[src/rtl/count_sequencer_pkg.sv]
// rtl/count_sequencer_pkg.sv - shared state encoding for the count sequencer
//
// Contents:
//   seq_state_t : controller state, ST_IDLE (waiting for start) / ST_RUN (stepping segments)

package count_sequencer_pkg;

    typedef enum logic {
        ST_IDLE = 1'b0,
        ST_RUN  = 1'b1
    } seq_state_t;

endpackage

[src/rtl/count_sequencer_seg_counter.sv]
// rtl/count_sequencer_seg_counter.sv - modulus counter with clear, enable and terminal compare
//
// Ports:
//   clk, reset_n : clock, asynchronous active-low reset
//   en           : increment count by one this cycle
//   clr          : synchronous clear to zero (wins over en)
//   final_value  : terminal count of the running segment
//   count        : registered counter value
//   terminal     : count >= final_value

module seg_counter #(
    parameter int BITS = 4
) (
    input  logic            clk,
    input  logic            reset_n,
    input  logic            en,
    input  logic            clr,
    input  logic [BITS-1:0] final_value,
    output logic [BITS-1:0] count,
    output logic            terminal
);

    localparam logic [BITS-1:0] ONE = {{(BITS-1){1'b0}}, 1'b1};

    always_ff @(posedge clk or negedge reset_n) begin
        if (!reset_n) begin
            count <= '0;
        end else if (clr) begin
            count <= '0;
        end else if (en) begin
            count <= count + ONE;
        end
    end

    // Greater-or-equal so that lowering final_value below the current count
    // ends the segment on the next tick instead of wrapping the full range.
    assign terminal = (count >= final_value);

endmodule

[src/rtl/count_sequencer.sv]
// rtl/count_sequencer.sv - steps a modulus counter through a table of terminal counts
//
// Ports:
//   clk, reset_n : clock, asynchronous active-low reset
//   cfg_we       : write strobe for the segment table
//   cfg_addr     : table entry to write
//   cfg_data     : terminal count written
//   num_seg      : last segment index used, captured at start
//   loop         : wrap to segment 0 after the last segment (sampled live)
//   start        : begin a sequence from IDLE
//   stop         : abort back to IDLE (highest priority)
//   tick_en      : counting tick
//   busy         : high while running
//   cur_seg      : segment being counted
//   count        : counter value
//   seg_done     : one-cycle pulse when a segment completes
//   seq_done     : one-cycle pulse when the last segment completes

module count_sequencer
    import count_sequencer_pkg::*;
#(
    parameter  int BITS  = 4,
    parameter  int DEPTH = 4,
    localparam int IDX_W = $clog2(DEPTH)
) (
    input  logic             clk,
    input  logic             reset_n,
    input  logic             cfg_we,
    input  logic [IDX_W-1:0] cfg_addr,
    input  logic [BITS-1:0]  cfg_data,
    input  logic [IDX_W-1:0] num_seg,
    input  logic             loop,
    input  logic             start,
    input  logic             stop,
    input  logic             tick_en,
    output logic             busy,
    output logic [IDX_W-1:0] cur_seg,
    output logic [BITS-1:0]  count,
    output logic             seg_done,
    output logic             seq_done
);

    localparam logic [IDX_W-1:0] SEG_ONE = {{(IDX_W-1){1'b0}}, 1'b1};

    seq_state_t       state, state_nxt;
    logic [BITS-1:0]  seg_table [DEPTH];
    logic [IDX_W-1:0] last_seg, last_seg_nxt;
    logic [IDX_W-1:0] cur_seg_nxt;
    logic             seg_done_nxt, seq_done_nxt;
    logic             cnt_en, cnt_clr, terminal;

    // Segment table: writable at any time; a write to the active entry
    // takes effect on the compare one cycle later.
    always_ff @(posedge clk or negedge reset_n) begin
        if (!reset_n) begin
            for (int i = 0; i < DEPTH; i++) begin
                seg_table[i] <= '0;
            end
        end else if (cfg_we) begin
            seg_table[cfg_addr] <= cfg_data;
        end
    end

    seg_counter #(
        .BITS (BITS)
    ) u_seg_counter (
        .clk         (clk),
        .reset_n     (reset_n),
        .en          (cnt_en),
        .clr         (cnt_clr),
        .final_value (seg_table[cur_seg]),
        .count       (count),
        .terminal    (terminal)
    );

    always_ff @(posedge clk or negedge reset_n) begin
        if (!reset_n) begin
            state    <= ST_IDLE;
            cur_seg  <= '0;
            last_seg <= '0;
            seg_done <= 1'b0;
            seq_done <= 1'b0;
        end else begin
            state    <= state_nxt;
            cur_seg  <= cur_seg_nxt;
            last_seg <= last_seg_nxt;
            seg_done <= seg_done_nxt;
            seq_done <= seq_done_nxt;
        end
    end

    always_comb begin
        state_nxt    = state;
        cur_seg_nxt  = cur_seg;
        last_seg_nxt = last_seg;
        seg_done_nxt = 1'b0;
        seq_done_nxt = 1'b0;
        cnt_en       = 1'b0;
        cnt_clr      = 1'b0;

        case (state)
            ST_IDLE: begin
                // Counter held at zero so RUN always begins from a clean count.
                cnt_clr     = 1'b1;
                cur_seg_nxt = '0;
                if (start && !stop) begin
                    state_nxt    = ST_RUN;
                    last_seg_nxt = num_seg;
                end
            end

            ST_RUN: begin
                if (stop) begin
                    // Abort suppresses any completion pulse from this cycle.
                    state_nxt   = ST_IDLE;
                    cnt_clr     = 1'b1;
                    cur_seg_nxt = '0;
                end else if (tick_en) begin
                    if (terminal) begin
                        cnt_clr      = 1'b1;
                        seg_done_nxt = 1'b1;
                        if (cur_seg < last_seg) begin
                            cur_seg_nxt = cur_seg + SEG_ONE;
                        end else begin
                            seq_done_nxt = 1'b1;
                            cur_seg_nxt  = '0;
                            if (!loop) begin
                                state_nxt = ST_IDLE;
                            end
                        end
                    end else begin
                        cnt_en = 1'b1;
                    end
                end
            end
        endcase
    end

    assign busy = (state == ST_RUN);

endmodule
[config.mk]
export PLATFORM = sky130hd
export DESIGN_NAME = count_sequencer
export DESIGN_NICKNAME = d
export VERILOG_FILES = /design/src/rtl/count_sequencer_pkg.sv /design/src/rtl/count_sequencer_seg_counter.sv /design/src/rtl/count_sequencer.sv
export SDC_FILE = /design/constraint.sdc
export NUM_CORES = 1
export LEC_CHECK = 0
export BUFFER_PORTS_ARGS = -buffer_cell sky130_fd_sc_hd__buf_2
export CORE_MARGIN = 5
export CORE_UTILIZATION = 40
export DETAILED_ROUTE_END_ITERATION = 12
export SYNTH_ARGS = -nofsm -noshare
export SYNTH_HDL_FRONTEND = slang
export SYNTH_SLANG_ARGS = --single-unit
[constraint.sdc]
create_clock -name clk -period 2.2 [get_ports clk]
set_input_delay 0.11 -clock clk [delete_from_list [all_inputs] [get_ports clk]]
set_output_delay 0.11 -clock clk [all_outputs]
set_load 0.005 [all_outputs]
After elaboration in Yosys (flattened, before gate mapping)
Cells that the tools add are included.
Widths: inputs -> output; s select.
Word-level totals
  flip-flop bits (word level): 27
  bits of input ports: 15
  output and inout bits: 9
  word-level logic and storage cells: 63
Cells by class
  add/sub/neg operators: 2
  $lt $le $gt $ge: 5
  equal/unequal tests: 2
  multiplexer cells: 35
  bitwise operators: 3
  reduce and logical (&&, ||, !) cells: 6
Operators by type and width (count)
  $mux 1: 20
  $mux 4: 5
  $bwmux 16: 1
  $bmux 4 s2: 1
  $demux 4 s2: 1
  $mux 2: 4
  $ge 3x3->1 const B: 2
  $not 2->3: 2
  $add 4x1->4 const B: 1
  $ge 4x4->1: 1
  $pmux 1 s2: 2
  $pmux 2 s2: 1
  $reduce_and 2->1: 2
  $lt 3x1->1 const B: 1
  $ne 3x2->1 const B: 1
  $ne 3x3->1 const B: 1
  $add 2x1->2 const B: 1
  $logic_and 1x1->1: 2
  $lt 2x2->1: 1
  $reduce_bool 2->1: 1
  $logic_not 1->1: 1
  $not 1->1: 1

Logic depth before layout (Yosys ltp)
  depth after elaboration: 11
  gate-level depth with buffers: 8
  depth with buffers taken out: 7

Modules after synthesis
Synthesis repeated with hierarchy kept, for this count alone.
Second synthesis, totals
  cells, all modules: 101
  area total of the unflattened synthesis: 1358.8 µm²
Modules (own cells, without submodules)
  count_sequencer: instances 1, cells each 73, area each 1084.8 µm², seq. area each 575.6 µm²
  seg_counter: instances 1, cells each 28, area each 274.0 µm², seq. area each 100.1 µm²

Worst setup path after synthesis
OpenSTA, ideal clock, no wires.
  kind: register to register
  start point: register cur_seg[0]
  end point: register cur_seg[1]
  library setup time: 0.120 ns
  arrival time: 2.270 ns
  data required time: 2.080 ns
  path slack: -0.190 ns
  stages on the path, launching flop included: 8
  path buffers: 1
  clock period less this slack: 2.390 ns
  cell sequence: dfrtp_1 > buf_6 > mux4_2 > ha_1 > nand2b_4 > a2111oi_4 > nor4b_1 > a41o_1
On the way
  longest elaborated chain between the ends: 7
  elaborated cells between the ends (all ways): 14
  those cells by class: add/sub: 1; order compare: 2; eq/ne: 1; mux: 8; bitwise: 1; reduce/logical: 1
Ends and longest elaborated chain
  start, declared: line count_sequencer.sv:37  | output logic [IDX_W-1:0] cur_seg,
  start signal, assigned: line count_sequencer.sv:85  | cur_seg <= cur_seg_nxt;
  $not 2->3 (not written as such): line count_sequencer.sv:71  | .final_value (seg_table[cur_seg]),
  $bmux 4 s2: line count_sequencer.sv:71
  $mux 4 (not written as such) (2 in a row): line count_sequencer.sv:71
  $ge 4x4->1: line count_sequencer_seg_counter.sv:37  | assign terminal = (count >= final_value);
  $ne 3x2->1 (no line)
  $reduce_and 2->1 (no line)
Several ways; a longest one is shown, not always the timed one. The select of a mux whose other input is x is not followed.
A chain may end at the register's enable or synchronous reset.

Worst setup path in the final report
  start point: register cur_seg[0]
  end point: register state, in the netlist busy
On the way
  longest elaborated chain between the ends: 9
  elaborated cells between the ends (all ways): 11
  those cells by class: order compare: 2; mux: 8; bitwise: 1
Ends and longest elaborated chain
  $not 2->3 (not written as such): line count_sequencer.sv:71
  $bmux 4 s2: line count_sequencer.sv:71
  $mux 4 (not written as such) (2 in a row): line count_sequencer.sv:71
  $ge 4x4->1: line count_sequencer_seg_counter.sv:37
  $mux 1 *: line count_sequencer.sv:119  | if (terminal) begin
  $mux 1 *: line count_sequencer.sv:118  | end else if (tick_en) begin
  $mux 1 *: line count_sequencer.sv:113  | if (stop) begin
  $pmux 1 s2 *: line count_sequencer.sv:101  | case (state)
  via state_nxt: line count_sequencer.sv:45  | seq_state_t state, state_nxt;
  end signal, assigned: line count_sequencer.sv:84  | state <= state_nxt;
  end, declared: line count_sequencer.sv:45
Mark *: on every way through the listed nets, which the timed path passes. The rest lies on a longest branch. The select of a mux whose other input is x is not followed.

==> flow_summary.json <==
{
  "grt_pass1_vias": 1052,
  "yosys.area_share.xor_xnor": 0,
  "synth_area_sq_mm": 0.00139,
  "synth.most_common_cell": "dfrtp_1",
  "grt_pass1_wl_um": 4890,
  "yosys-top-cells-area": "dfrtp_1, mux2_2, mux4_2",
  "dp_hpwl_um": 2230,
  "clkTransAtPathRegs_ns": 0.14,
  "postRouteAntennaNets": 0,
  "synthMuxAreaShare": 0.203,
  "r2r_end": "busy$_DFF_PN0_",
  "max_freq_ghz": 0.436,
  "clockBufferDepth": 2,
  "cp-end-kind": "flip-flop",
  "layout_setup_ws_ns": -0.0954,
  "crit_required_ns": 2.43,
  "dieHeight_um": 68.9,
  "r2r_slack_ns": -0.1,
  "ys_seq_area_frac": 0.487,
  "die_w_um": 68.9,
  "irDropWorstVdd_uv": 357,
  "timing.final.crit_period_ns": 2.30,
  "hold_violations": 0,
  "cts-buffers-inserted": 3,
  "area_growth_syn_to_layout_pct": 30.6,
  "crit_type": "reg2reg",
  "synth_seq_cells": 27,
  "gp_congestion": 0.747,
  "instances_no_fill": 196,
  "detail_route.iter0.violations": 48,
  "maxCapViolations": 0,
  "dp.cells": 186,
  "reg2reg_from": "cur_seg[0]$_DFFE_PN0P_",
  "yosys.area.top_type_share": 0.487,
  "gr-total-overflow": 0,
  "status": "finished with violations",
  "diodes": 0,
  "io_pins": 24,
  "synthSimpleGateAreaFrac": 0.124,
  "leakage_nw": 0.813,
  "via_per_inst": 5.14,
  "cts_tree": "built",
  "ys_top_cells_by_count": "dfrtp_1, mux2_2, inv_1, nand2_1, ha_1",
  "max_slew_margin": 0.560,
  "initial_core_util": 0.416,
  "grt.total_usage": 0.139,
  "p_per_area_mw_per_mm2": 604,
  "wl_um": 2900,
  "violations": "setup timing",
  "start_kind": "flip-flop",
  "synthesis.nets": 130,
  "via_count": 1007,
  "report.final.setup_viol": 4,
  "syn_avg_cell_area_sq_um": 12.7,
  "rows": 21,
  "max_slew.worst_pin.slew_ns": 0.658,
  "clock_sinks": 27,
  "worstPathArrival_ns": 2.53,
  "whs_ns": 0.0217,
  "die-area_sq_mm": 0.00475,
  "setup-tns-final_ns": -0.183,
  "drive_gt1_frac": 0.507,
  "reg2reg_depth": 8,
  "synth_area_leader_cell": "dfrtp_1",
  "hold_path.startpoint": "num_seg[0]",
  "clock_latency_ns": 0.31,
  "grt_max_degree": 28,
  "post-route-period-util": 1.04,
  "dr.pass1.iters": 4,
  "avgRoutedWirePerCell_um": 14.8,
  "synth.distinct_cells": 30,
  "clock_skew_ns": 0.00117,
  "async_flop_share": 1.00,
  "synth-compound-area-share": 0.105,
  "synth_edf_count": 0,
  "rsz0062_at_grt": "true",
  "finalMaxSlewViolations": 0,
  "pre_cts_ws_ns": -0.127,
  "synthFlopType": "dfrtp_1",
  "core_area_sq_mm": 0.00334,
  "drc": 0,
  "hp-class": "in2reg",
  "yosysWarningCount": 0,
  "crit_path_max_fanout": 4,
  "clockRootBuffer": "clkbuf_4",
  "antenna_found_initial": 0,
  "synthAdderAreaFrac": 0.0541,
  "h-tree-depth": 1,
  "syn_inst": 109,
  "min_path_cells": 2,
  "synth_top_family_by_area": "multiplexers",
  "port_buffers": 23,
  "fin_nets": 172,
  "cp-startpoint": "cur_seg[0]$_DFFE_PN0P_",
  "holdPathEnd": "last_seg[0]$_DFFE_PN0P_"
}
-- cell usage in the layout, fill, tap and decap left out, types with 2 or more instances in the layout --
cell type / count
nand3b_1: 2
nand2b_1: 2
nor3b_1: 2
dfrtp_1: 26
mux4_2: 4
dlygate4sd3_1: 3
mux2_2: 17
buf_2: 23
inv_1: 4
ha_1: 2
nand2_1: 7
clkbuf_4: 3
nor2_1: 4
inv_2: 3
buf_4: 6
a21oi_1: 5
ha_4: 4
o211ai_1: 2
buf_6: 6
nor2b_1: 4
nand3_1: 2
-- routing by layer --
| layer | part of all wire | GRT usage | vias to the layer above |
|---|---|---|---|
| li1 | - | - | 489 |
| met1 | 0.41 | 0.182 | 501 |
| met2 | 0.54 | 0.243 | 15 |
| met3 | 0.037 | 0.0194 | 2 |
| met4 | 0.0045 | 0.0292 | 0 |
| met5 | 0 | 0 | - |
-- metrics by stage --
step | area, sq um | util | power (mW)
2_1_floorplan | 1410 | - | 0.775
3_3_place_gp | 1640 | 0.490 | 0.848
3_5_place_dp | 1640 | 0.490 | 0.864
4_1_cts | 1730 | 0.520 | 1.09
5_1_grt | 1810 | 0.543 | 1.17
6_report | 1810 | 0.543 | 1.09
-- flip-flops by register name, indices dropped and copies added (netlist names) --
name / count
busy: 1
seq_done: 1
seg_done: 1
last_seg: 2
seg_table: 16
u_seg_counter.count: 4
cur_seg: 2
-- what timing repair did --
action | in CTS | in global routing
resized for setup | 6 | 15
setup endpoints to repair | 8 | 9
setup buffers | 2 | 2
endpoints found under the hold margin | 29 | 0
gates cloned | 0 | 0
pin swaps | 4 | 6
hold buffers | 3 | 0
-- final cells by class --
cell class	count	area [sq um]
Fill cell	317	1530
Tap cell	46	57.6
Inverter	7	26.3
Timing Repair Buffer	38	258
Clock buffer	4	26.3
Multi-Input combinational cell	74	767
Sequential cell	27	677
-- critical path, cell delays in order, from the launching register on --
cell,delay (ns)
dfrtp_2,0.44
buf_6,0.11
mux4_2,0.50
inv_2,0.08
ha_4,0.20
a2111oi_4,0.37
buf_4,0.21
nor3_4,0.05
a311oi_2,0.26
-- cells by family (layout without fill, tap and decap cells) --
kind of cell	after synthesis	after routing
AND/OR/NAND/NOR	30	30
flip-flops	27	27
multiplexers	21	21
AO/OA/AOI/OAI	17	17
buffers and inverters	8	49
adder cells (fa/ha/maj)	6	6
-- how the worst max path moves through the flow --
stage,endpoint,slack [ns],cells past startpoint
floorplan,busy$_DFF_PN0_,-0.07,7
global placement,u_seg_counter.count[1]$_DFFE_PN0P_,-0.07,7
detailed placement,u_seg_counter.count[1]$_DFFE_PN0P_,-0.13,7
CTS,busy$_DFF_PN0_,-0.08,7
global route,busy$_DFF_PN0_,-0.19,8
finish,busy$_DFF_PN0_,-0.1,8
-- power breakdown --
part / switching, mW / internal [mW] / leakage (nW) / total [mW]
clock: 0.137 / 0.0708 / 0.0150 / 0.207
sequential: 0.0363 / 0.561 / 0.336 / 0.598
combinational: 0.131 / 0.158 / 0.462 / 0.290
No activity file was read; power rests on OpenSTA's default activity.
